==> src/rtl/icache_fetch_arbiter_if.sv <==
// Fetch-side bus bundle: two requesting ways and one I-cache port.
// The arbiter takes the slave view. The ways and the cache model take the master view.
interface icache_fetch_arbiter_if #(
    parameter int ADDR_W = 32,
    parameter int INST_W = 32
);
    logic              way0_request_i;
    logic [ADDR_W-1:0] way0_instAddr_i;
    logic              way0_dataOk_o;
    logic [INST_W-1:0] way0_inst_o;

    logic              way1_request_i;
    logic [ADDR_W-1:0] way1_instAddr_i;
    logic              way1_dataOk_o;
    logic [INST_W-1:0] way1_inst_o;

    logic              icache_request_o;
    logic [ADDR_W-1:0] icache_instAddr_o;
    logic              icache_dataOk_i;
    logic [INST_W-1:0] icache_inst_i;

    modport slave (
        input  way0_request_i, way0_instAddr_i, way1_request_i, way1_instAddr_i,
               icache_dataOk_i, icache_inst_i,
        output way0_dataOk_o, way0_inst_o, way1_dataOk_o, way1_inst_o,
               icache_request_o, icache_instAddr_o
    );

    modport master (
        output way0_request_i, way0_instAddr_i, way1_request_i, way1_instAddr_i,
               icache_dataOk_i, icache_inst_i,
        input  way0_dataOk_o, way0_inst_o, way1_dataOk_o, way1_inst_o,
               icache_request_o, icache_instAddr_o
    );
endinterface

==> src/rtl/icache_fetch_arbiter.sv <==
// Round-robin arbiter that shares one I-cache port between two fetch ways.
// Only one transaction is outstanding at a time. A flush drains the response that is already in flight.
module icache_fetch_arbiter #(
    parameter int ADDR_W = 32,
    parameter int INST_W = 32
) (
    input  logic                  clk,
    input  logic                  reset,
    input  logic                  flush_i,
    output logic                  owner_o,
    output logic                  busy_o,
    output logic                  err_o,
    icache_fetch_arbiter_if.slave bus
);

    typedef enum logic [1:0] {
        ST_IDLE  = 2'd0,
        ST_WAIT  = 2'd1,
        ST_DRAIN = 2'd2
    } state_e;

    state_e            state_q, state_d;
    logic              rr_q, rr_d;
    logic              owner_q, owner_d;
    logic [ADDR_W-1:0] addr_q, addr_d;
    logic              err_q, err_d;
    logic              deliver;
    logic              grant;

    // NOTE: every variable gets a default before the case, so no path can leave one unassigned and infer a latch.
    always_comb begin
        state_d = state_q;
        rr_d    = rr_q;
        owner_d = owner_q;
        addr_d  = addr_q;
        err_d   = err_q;
        deliver = 1'b0;
        grant   = 1'b0;

        case (state_q)
            ST_IDLE: begin
                // A response with nothing outstanding is a protocol error and its data is dropped.
                if (bus.icache_dataOk_i) err_d = 1'b1;
                if (!flush_i && (bus.way0_request_i || bus.way1_request_i)) begin
                    grant   = (bus.way0_request_i && bus.way1_request_i) ? rr_q : bus.way1_request_i;
                    owner_d = grant;
                    addr_d  = grant ? bus.way1_instAddr_i : bus.way0_instAddr_i;
                    state_d = ST_WAIT;
                end
            end
            ST_WAIT: begin
                if (bus.icache_dataOk_i) begin
                    deliver = !flush_i;
                    rr_d    = ~owner_q;
                    state_d = ST_IDLE;
                end else if (flush_i) begin
                    state_d = ST_DRAIN;
                end
            end
            ST_DRAIN: begin
                if (bus.icache_dataOk_i) begin
                    rr_d    = ~owner_q;
                    state_d = ST_IDLE;
                end
            end
            default: state_d = ST_IDLE;
        endcase
    end

    // NOTE: state registers use non-blocking assignments so that all flops update together at the edge.
    always_ff @(posedge clk) begin
        if (reset) begin
            state_q <= ST_IDLE;
            rr_q    <= 1'b0;
            owner_q <= 1'b0;
            addr_q  <= '0;
            err_q   <= 1'b0;
        end else begin
            state_q <= state_d;
            rr_q    <= rr_d;
            owner_q <= owner_d;
            addr_q  <= addr_d;
            err_q   <= err_d;
        end
    end

    assign bus.icache_request_o  = (state_q != ST_IDLE);
    assign bus.icache_instAddr_o = addr_q;

    assign bus.way0_dataOk_o = deliver && !owner_q;
    assign bus.way1_dataOk_o = deliver &&  owner_q;
    assign bus.way0_inst_o   = bus.way0_dataOk_o ? bus.icache_inst_i : '0;
    assign bus.way1_inst_o   = bus.way1_dataOk_o ? bus.icache_inst_i : '0;

    assign owner_o = owner_q;
    assign busy_o  = (state_q != ST_IDLE);
    assign err_o   = err_q;

endmodule

==> src/flat_wrapper.sv <==
// flat-port wrapper written by rule: the top's interface ports become plain ports
module icache_fetch_arbiter_flat 
#(
    parameter int ADDR_W = 32,
    parameter int INST_W = 32
)
  (clk, reset, flush_i, owner_o, busy_o, err_o, bus_way0_request_i, bus_way0_instAddr_i, bus_way1_request_i, bus_way1_instAddr_i, bus_icache_dataOk_i, bus_icache_inst_i, bus_way0_dataOk_o, bus_way0_inst_o, bus_way1_dataOk_o, bus_way1_inst_o, bus_icache_request_o, bus_icache_instAddr_o);
  icache_fetch_arbiter_if #(.ADDR_W(ADDR_W), .INST_W(INST_W)) bus_i ();
  input  logic clk;
  input  logic reset;
  input  logic flush_i;
  output logic owner_o;
  output logic busy_o;
  output logic err_o;
  input wire logic [$bits(bus_i.way0_request_i)-1:0] bus_way0_request_i;
  input wire logic [$bits(bus_i.way0_instAddr_i)-1:0] bus_way0_instAddr_i;
  input wire logic [$bits(bus_i.way1_request_i)-1:0] bus_way1_request_i;
  input wire logic [$bits(bus_i.way1_instAddr_i)-1:0] bus_way1_instAddr_i;
  input wire logic [$bits(bus_i.icache_dataOk_i)-1:0] bus_icache_dataOk_i;
  input wire logic [$bits(bus_i.icache_inst_i)-1:0] bus_icache_inst_i;
  output wire logic [$bits(bus_i.way0_dataOk_o)-1:0] bus_way0_dataOk_o;
  output wire logic [$bits(bus_i.way0_inst_o)-1:0] bus_way0_inst_o;
  output wire logic [$bits(bus_i.way1_dataOk_o)-1:0] bus_way1_dataOk_o;
  output wire logic [$bits(bus_i.way1_inst_o)-1:0] bus_way1_inst_o;
  output wire logic [$bits(bus_i.icache_request_o)-1:0] bus_icache_request_o;
  output wire logic [$bits(bus_i.icache_instAddr_o)-1:0] bus_icache_instAddr_o;
  assign bus_i.way0_request_i = bus_way0_request_i;
  assign bus_i.way0_instAddr_i = bus_way0_instAddr_i;
  assign bus_i.way1_request_i = bus_way1_request_i;
  assign bus_i.way1_instAddr_i = bus_way1_instAddr_i;
  assign bus_i.icache_dataOk_i = bus_icache_dataOk_i;
  assign bus_i.icache_inst_i = bus_icache_inst_i;
  assign bus_way0_dataOk_o = bus_i.way0_dataOk_o;
  assign bus_way0_inst_o = bus_i.way0_inst_o;
  assign bus_way1_dataOk_o = bus_i.way1_dataOk_o;
  assign bus_way1_inst_o = bus_i.way1_inst_o;
  assign bus_icache_request_o = bus_i.icache_request_o;
  assign bus_icache_instAddr_o = bus_i.icache_instAddr_o;
  icache_fetch_arbiter #(.ADDR_W(ADDR_W), .INST_W(INST_W)) u_core (.clk(clk), .reset(reset), .flush_i(flush_i), .owner_o(owner_o), .busy_o(busy_o), .err_o(err_o), .bus(bus_i));
endmodule
==> config.mk <==
export PLATFORM = sky130hd
export DESIGN_NAME = icache_fetch_arbiter_flat
export DESIGN_NICKNAME = d
export VERILOG_FILES = /design/src/rtl/icache_fetch_arbiter_if.sv /design/src/rtl/icache_fetch_arbiter.sv /design/src/flat_wrapper.sv
export SDC_FILE = /design/constraint.sdc
export NUM_CORES = 1
export LEC_CHECK = 0
export ABC_CLOCK_PERIOD_IN_PS = 5500
export CAP_MARGIN = 40
export CORE_AREA = 3 3 67 116
export CTS_CLUSTER_SIZE = 14
export DETAILED_ROUTE_END_ITERATION = 6
export DIE_AREA = 0 0 70 119
export HOLD_SLACK_MARGIN = 0.06
export PLACE_DENSITY = 0.84
export SLEW_MARGIN = 10
export SYNTH_ARGS = -nofsm -noshare
export SYNTH_HDL_FRONTEND = slang
export SYNTH_SLANG_ARGS = --single-unit
==> constraint.sdc <==
create_clock -name clk -period 5.5 [get_ports clk]
set_clock_uncertainty 0.2 [all_clocks]
set_input_delay 0.825 -clock clk [delete_from_list [all_inputs] [get_ports clk]]
set_output_delay 0.825 -clock clk [all_outputs]
set_load 0.02 [all_outputs]
== Word level (Yosys, flattened, before mapping) ==
Index checks and enable logic that the tools add are counted.

* $lt $le $gt $ge: 0
* $mul: 0
* Reduce and logical (&&, ||, !) cells: 14
* $add $sub $neg: 0
* Multiplexer cells: 11
* Bitwise operators: 1
* Shift-type cells: 0
* Divide/modulo/power cells: 0
* Eq/ne operators: 5

{| class="wikitable"
|+ Operators by type and width
! kind !! count
|-
| $mux 32 || 3
|-
| $mux 2 || 4
|-
| $pmux 2 s3 || 1
|-
| $reduce_and 2->1 || 3
|-
| $logic_and 1x1->1 || 4
|-
| $mux 1 || 3
|-
| $ne 3x3->1 const B || 1
|-
| $reduce_and 3->1 || 1
|-
| $eq 2x1->1 const B || 1
|-
| $eq 2x2->1 const B || 1
|-
| $logic_not 1->1 || 2
|-
| $logic_not 2->1 || 1
|-
| $ne 2x1->1 const B || 1
|-
| $ne 2x2->1 const B || 1
|-
| $reduce_bool 2->1 || 1
|-
| $reduce_or 2->1 || 1
|-
| $logic_or 1x1->1 || 1
|-
| $not 1->1 || 1
|}

* Latch bits: 0
* Logic and storage cells: 36
* Bits of input ports: 102
* Output and inout bits: 102
* Memories: 0
* Bits in read-only memories: 0
* Bits in registers: 37
* RAM bits: 0

== Depth between registers and ports, before layout ==
Gate-level depths: netlist of the first run.

* Word-level depth: 5
* Mapped depth: 8
* Gate-level depth less buffers: 6

== Least setup slack after synthesis of the first run ==
OpenSTA, ideal clock, no wires.

* Path kind: input to output
* Start point: input port flush_i
* End point: output port bus_way1_inst_o[22]
* Setup slack: 2.762 ns
* Stages on the path: 5
* Arrival: 1.713 ns
* Path buffers: 1
* Data required time: 4.475 ns
* Cells stage by stage: nor2b_1 nand2_1 nor2_1 buf_2 and2_1

* Cells in the longest elaborated chain, start to end: 5

{| class="wikitable"
|+ Ends and longest elaborated chain
! item !! RTL line !! RTL
|-
| start, declared || flat_wrapper.sv:11 || <nowiki>input logic flush_i;</nowiki>
|-
| $logic_not 1->1 || icache_fetch_arbiter.sv:53 || <nowiki>deliver = !flush_i;</nowiki>
|-
| $mux 1 || icache_fetch_arbiter.sv:52 || <nowiki>if (bus.icache_dataOk_i) begin</nowiki>
|-
| $mux 1 || icache_fetch_arbiter.sv:40 || <nowiki>case (state_q)</nowiki>
|-
| $logic_and 1x1->1 || icache_fetch_arbiter.sv:91 || <nowiki>assign bus.way1_dataOk_o = deliver && owner_q;</nowiki>
|-
| net bus_way1_dataOk_o || flat_wrapper.sv:23 || <nowiki>output wire logic [$bits(bus_i.way1_dataOk_o)-1:0] bus_way1_dataOk_o;</nowiki>
|-
| $mux 32 || icache_fetch_arbiter.sv:93 || <nowiki>assign bus.way1_inst_o = bus.way1_dataOk_o ? bus.icache_inst_i : '0;</nowiki>
|-
| end, declared || flat_wrapper.sv:24 || <nowiki>output wire logic [$bits(bus_i.way1_inst_o)-1:0] bus_way1_inst_o;</nowiki>
|}

The timed path passes the listed nets, and every way through them passes these cells.

== Worst setup path after layout of the first run ==
* Start point: input port flush_i
* End point: output port bus_way0_inst_o[11]

* Cells in the longest elaborated chain, start to end: 5

{| class="wikitable"
|+ Ends and longest elaborated chain
! item !! RTL line !! RTL
|-
| $logic_not 1->1 || icache_fetch_arbiter.sv:53 ||
|-
| $mux 1 || icache_fetch_arbiter.sv:52 ||
|-
| $mux 1 || icache_fetch_arbiter.sv:40 ||
|-
| $logic_and 1x1->1 || icache_fetch_arbiter.sv:90 || <nowiki>assign bus.way0_dataOk_o = deliver && !owner_q;</nowiki>
|-
| $mux 32 || icache_fetch_arbiter.sv:92 || <nowiki>assign bus.way0_inst_o = bus.way0_dataOk_o ? bus.icache_inst_i : '0;</nowiki>
|-
| end, declared || flat_wrapper.sv:22 || <nowiki>output wire logic [$bits(bus_i.way0_inst_o)-1:0] bus_way0_inst_o;</nowiki>
|}

Every way passes these cells.

==> results.json, run 1 <==
{
  "p_sw_w": 0.0003762,
  "antenna_found_initial": 0,
  "cts_tree": "yes",
  "drcViolationCount": 0,
  "critPathKind": "primary input to output port",
  "post_cts_buffers": 0,
  "cts.path.max_buffers": 2,
  "wl_per_cell_um": 14.56,
  "pwr-share-clk_pct": 24.3,
  "cts_hold_buf": 0,
  "port_buffers": 203,
  "clk_latency_ps": 280,
  "min_period_ps": 3687,
  "grt_pass1_vias": 2596,
  "final_cells": 531,
  "synth-seq-area-share_pct": 31.95,
  "area_growth_pct": 96.06,
  "cp_max_fo": 33,
  "status": "finished clean",
  "p_per_area_nw_per_um2": 245.2,
  "grt.total_usage_pct": 18.19,
  "drive_gt1_share_pct": 10.74,
  "drtPass1Iterations": 4,
  "synth.area.top_cells": "dfxtp_1 32%, and2_1 17%, a211oi_2 16%",
  "timing.rr.end": "u_core.bus.icache_instAddr_o[17]",
  "async_flop_share_pct": 0,
  "ys_ff_latch": 37,
  "die_h_um": 119,
  "grt_max_degree": 34,
  "gp_congestion": 0.7537,
  "relSlewSlack_pct": 59.89,
  "synth.top_cell.area_share_pct": 31.95,
  "dp.cells": 523,
  "r2r_cells": 8,
  "power_frac_seq_pct": 30.3,
  "numCtsBuffers": 5,
  "hp-class": "register to register",
  "cts_resized": 0,
  "worst_pin_slew_ps": 600.2,
  "setup_slack_ps": 1813,
  "worstSetupStartpointType": "primary input",
  "die-area_um2": 8330,
  "root_buffer": "clkbuf_16",
  "diodes": 0,
  "fp-row-count": 40,
  "setup_tns_ps": 0,
  "hpwl_um": 6431,
  "hold_viol": 0,
  "htree_levels": 2,
  "power_leakage_nw": 1.826,
  "report.final.slew_viol_count": 0,
  "syn_inst": 251,
  "syn_nets": 357,
  "die-width_um": 70,
  "initial_core_util_pct": 33.57,
  "intPower_w": 0.0007385,
  "yosys.area.top_type": "dfxtp_1",
  "wirelength_um": 7730,
  "crit_required_ps": 4470,
  "grt_pass1_wl_um": 12360,
  "io_pins": 204,
  "combPwrFrac_pct": 45.4,
  "crit_path_end": "bus_way0_inst_o[11]",
  "worst_setup_path_end_kind": "output port",
  "setup_violations": 0,
  "reg2reg_slack_ps": 3150,
  "avgSynthCellArea_um2": 9.237,
  "max_freq_mhz": 271.2,
  "ys_types": 24,
  "synth_warnings": 0,
  "p_sw_share_pct": 33.75,
  "num-nets-final": 552,
  "synth-edff-count": 0,
  "maxCapViolCount": 0,
  "timing.rr.start": "u_core.state_q[1]",
  "preCtsSetupSlack_ps": 1823,
  "vias": 2523,
  "cts.sinks": 37,
  "antenna_left": 0,
  "rsz0062_at_grt": "no",
  "crit_arrival_ps": 2660,
  "ys.flop_type": "dfxtp_1",
  "clk_pin_slew_worst_paths_ps": 50,
  "period_share_pct": 67.04,
  "startpoint": "flush_i",
  "irDropWorstVdd_v": 0.0001101,
  "core_um2": 6907,
  "drtIter0Drc": 78,
  "via_per_inst": 4.751,
  "gr-total-overflow": 0,
  "netlist_area_um2": 2318
}
## placed cells by master (no fill, tap or decap), types with 2 or more instances in the layout
cell / instances
a211oi_2: 29
o21bai_1: 2
ha_1: 4
inv_2: 2
inv_1: 4
a211oi_1: 4
mux2i_1: 32
clkbuf_16: 5
clkinv_2: 2
dfxtp_1: 37
and2_1: 64
clkdlybuf4s50_1: 202
buf_4: 4
nand2_1: 4
nor2_1: 38
buf_16: 2
a21oi_1: 2
## metal layers
metal	global-route usage, %	vias up	part of all wire (%)
met5	0	-	0
met4	4.676	0	0.98
met3	6.419	6	11
met2	34.60	150	53
met1	18.34	1127	35
li1	-	1240	-
## layout make-up
class | instances | area (um2)
multi-input combinational | 187 | 1423
timing repair buffer | 209 | 2112
clock inverter | 3 | 17.52
tap | 84 | 105.1
sequential | 37 | 740.7
clock buffer | 5 | 125.1
fill | 582 | 2361
inverter | 6 | 22.52
## Yosys cell counts, types with 2 or more instances
cell type  number
and2_1         64
nor2_1         39
dfxtp_1        37
mux2i_1        32
a211oi_2       29
clkbuf_1        7
buf_4           6
a211oi_1        4
buf_2           4
ha_1            4
inv_1           4
nand2_1         4
buf_8           3
a21oi_1         2
inv_2           2
o21bai_1        2
## logic make-up (layout without fill, tap and decap cells)
kind of cell | count (synthesis) | after routing | synth area share (%)
and+or+nand+nor | 110 | 110 | 25.04
AOI/OAI and AO/OA | 40 | 40 | 19.54
DFF | 37 | 37 | 31.95
muxes | 33 | 33 | 14.30
buffers and inverters | 27 | 223 | 7.015
adders and majority gates | 4 | 4 | 2.159
## worst max-delay path, stage by stage
cell and delay (ps):
clkdlybuf4s50_1 420, nor2b_1 170, nand2_1 90, nor2_1 90, buf_4 270, and2_1 170, clkdlybuf4s50_1 620
## worst min path at each step
stage                                                start                          endpoint  slack (ps)  cells after the start
after detailed placement                      u_core.err_o                      u_core.err_o         260                      2
after global routing      u_core.bus.icache_instAddr_o[26]  u_core.bus.icache_instAddr_o[26]         340                      2
after CTS                                     u_core.err_o                      u_core.err_o         280                      2
after floorplan                                u_core.rr_q                       u_core.rr_q         320                      2
after global placement                        u_core.err_o                      u_core.err_o         250                      2
final                                         u_core.err_o                      u_core.err_o         290                      2
## registers in the layout (all words and copies together) (netlist names)
name / cells
u_core.rr_q: 1
u_core.owner_o: 1
u_core.state_q: 2
u_core.bus.icache_instAddr_o: 32
u_core.err_o: 1
## stage by stage
stage          hold slack (ps)  utilization (%)  total power, W  area, um2
2_1_floorplan            320.8                -       0.0006258       2318
3_3_place_gp             250.3            62.95       0.0008291       4348
3_5_place_dp             259.7            63.75       0.0008549       4403
4_1_cts                  283.3            65.82        0.001131       4546
5_1_grt                  340.7            65.82        0.001176       4546
6_report                 285.0            65.82        0.001115       4546
## power groups by stage
stage                     logic (W)  clock network [W]  registers, W
final                      0.000506           0.000271      0.000338
after global routing       0.000544           0.000289      0.000344
after CTS                  0.000513           0.000280      0.000338
after detailed placement   0.000511                  0      0.000344
after global placement     0.000487                  0      0.000342
after floorplan            0.000231                  0      0.000394
Note: power is estimated with default switching activity, not from simulation.
==> inputs of run 2 (changes only) <==
--- a/config.mk
+++ b/config.mk
@@ -5,14 +5,14 @@
 export SDC_FILE = /design/constraint.sdc
 export NUM_CORES = 1
 export LEC_CHECK = 0
-export ABC_CLOCK_PERIOD_IN_PS = 5500
+export ABC_CLOCK_PERIOD_IN_PS = 3600
 export CAP_MARGIN = 40
-export CORE_AREA = 3 3 67 116
+export CORE_AREA = 3 3 69 119
 export CTS_CLUSTER_SIZE = 14
 export DETAILED_ROUTE_END_ITERATION = 6
-export DIE_AREA = 0 0 70 119
+export DIE_AREA = 0 0 72 122
 export HOLD_SLACK_MARGIN = 0.06
-export PLACE_DENSITY = 0.84
+export PLACE_DENSITY = 0.8
 export SLEW_MARGIN = 10
 export SYNTH_ARGS = -nofsm -noshare
 export SYNTH_HDL_FRONTEND = slang
==> constraint.sdc (replaced) <==
create_clock -name clk -period 3.6 [get_ports clk]
set_clock_uncertainty 0.2 [all_clocks]
set_input_delay 0.54 -clock clk [delete_from_list [all_inputs] [get_ports clk]]
set_output_delay 0.54 -clock clk [all_outputs]
set_load 0.02 [all_outputs]
==> run 2 against run 1 <==
Setup slack worse by 1400 ps; clock-buffer cell count rose by 1; critical endpoint is now bus_way1_inst_o[2]; die area up 5.5%; global-route usage decreased by 0.72 points; flip-flop and latch count is the same; first-iteration DRC count decreased by 37%; clock power up 87%; non-clock buffer count fell by 1; highest routed layer unchanged; utilization down 3.9 points; routed wire length grew 2.9%; largest power group unchanged; sequential power rose by 53%.
==> results.json, run 2 (synthesis gave the netlist of run 1 again) <==
{
  "status": "finished clean",
  "drtPass1Iterations": 4,
  "grt_pass1_vias": 2626,
  "maxCapViolCount": 0,
  "critPathTopFamily": "buffers and inverters",
  "numCtsBuffers": 5,
  "power_frac_seq_pct": 29.1,
  "hp-class": "register to register",
  "drive_gt1_share_pct": 10.76,
  "gr-total-overflow": 0,
  "port_buffers": 203,
  "grt_pass1_wl_um": 12190,
  "initial_core_util_pct": 31.60,
  "cts.sinks": 37,
  "cts_tree": "yes",
  "gp_congestion": 0.7392,
  "period_share_pct": 88.19,
  "rsz0062_at_grt": "no",
  "p_per_area_nw_per_um2": 391.4,
  "crit_arrival_ps": 2430,
  "diodes": 0,
  "min_delay_path_depth": 2,
  "die-width_um": 72,
  "largest_reg_flops": 32,
  "mostFrequentLayoutCells": "201 x clkdlybuf4s50_1, 64 x and2_1, 38 x nor2_1",
  "intPower_w": 0.001207,
  "die_h_um": 122,
  "root_buffer": "clkbuf_16",
  "worstSetupStartpointType": "primary input",
  "worst_setup_path_end_kind": "output port",
  "path_buf_inv": 3,
  "setup_tns_ps": 0,
  "fp-row-count": 41,
  "clk_latency_ps": 270,
  "mostFrequentLayoutCell": "clkdlybuf4s50_1",
  "cts_resized": 0,
  "grt_max_degree": 65,
  "worst_pin_slew_ps": 741.0,
  "relSlewSlack_pct": 50.60,
  "wirelength_um": 7957,
  "htree_levels": 2,
  "num-nets-final": 551,
  "hpwl_um": 6562,
  "irDropWorstVdd_v": 0.0002684,
  "cp_max_fo": 31,
  "die-area_um2": 8784,
  "core_um2": 7336,
  "cts.path.max_buffers": 2,
  "path_cells": "clkdlybuf4s50_1 -> nor2b_1 -> nand2_1 -> nor2_1 -> buf_12 -> and2_1 -> clkdlybuf4s50_1",
  "setup_violations": 0,
  "crit_path_top_delay_cell": "clkdlybuf4s50_1",
  "clk_pin_slew_worst_paths_ps": 50,
  "reg2reg_slack_ps": 1480,
  "combPwrFrac_pct": 42.5,
  "drcViolationCount": 0,
  "hold_viol": 0,
  "via_per_inst": 4.746,
  "report.final.slew_viol_count": 0,
  "antenna_found_initial": 0,
  "pwr-share-clk_pct": 28.4,
  "r2r_cells": 7,
  "power_leakage_nw": 1.824,
  "p_sw_share_pct": 32.14,
  "crit_required_ps": 2860,
  "cp.depth": 7,
  "io_pins": 204,
  "crit_top_cell": "clkdlybuf4s50_1",
  "critPathKind": "primary input to output port",
  "cpPeakStageDelay_ps": 610,
  "wl_per_cell_um": 14.96,
  "antenna_left": 0,
  "grt.total_usage_pct": 17.47,
  "p_sw_w": 0.0005717,
  "min_period_ps": 3175,
  "vias": 2525,
  "cts_hold_buf": 0,
  "drtIter0Drc": 49,
  "max_freq_mhz": 315.0,
  "area_growth_pct": 96.01,
  "post-route-util_pct": 61.95,
  "post_cts_buffers": 0
}
run 2: routing by layer:
metal	vias to the layer above	part of all wire, %	track usage, %
li1	1236	-	-
met1	1118	34	17.05
met2	162	51	32.55
met3	9	13	7.680
met4	0	1.6	4.941
met5	-	0	0
run 2: power groups by stage:
stage               clock [W]  combinational, W  sequential (W)
floorplan                   0          0.000354        0.000603
global placement            0          0.000748        0.000523
detailed placement          0          0.000764        0.000527
CTS                  0.000518          0.000766        0.000518
global route         0.000536          0.000811        0.000527
finish               0.000506          0.000755        0.000518
run 2: worst paths after layout:
| check | startpoint | endpoint |
|---|---|---|
| setup / recovery | flush_i | bus_way1_inst_o[2] |
| hold / removal | u_core.err_o | u_core.err_o |
| setup reg to reg | u_core.state_q[1] | u_core.bus.icache_instAddr_o[10] |
| hold reg to reg | u_core.err_o | u_core.err_o |
run 2: worst reg2reg max path, cell delays in order (launching register included):
cell	delay, ps
dfxtp_1	310
inv_1	120
ha_1	230
inv_2	90
nor2_4	120
buf_4	600
nor2_1	160
a211oi_2	210
run 2: final cells by class:
class                      count  area (um2)
clock buffer                   6       138.9
clock inverter                 2       37.54
fill                         638        2791
inverter                       6       22.52
multi-input combinational    187        1423
sequential                    37       740.7
tap                           86       107.6
timing repair buffer         208        2074
run 2: through the flow:
step                hold slack (ps)  instances  worst slack (ps)  area, um2   power, W
CTS                           277.7        532             412.2       4544   0.001803
floorplan                     320.8        251              1410       2318  0.0009561
finish                        278.6        532             425.1       4544   0.001779
global placement              251.2        524             436.0       4368   0.001271
global route                  316.9        532             302.5       4544   0.001874
detailed placement            263.2        524             422.3       4368   0.001291
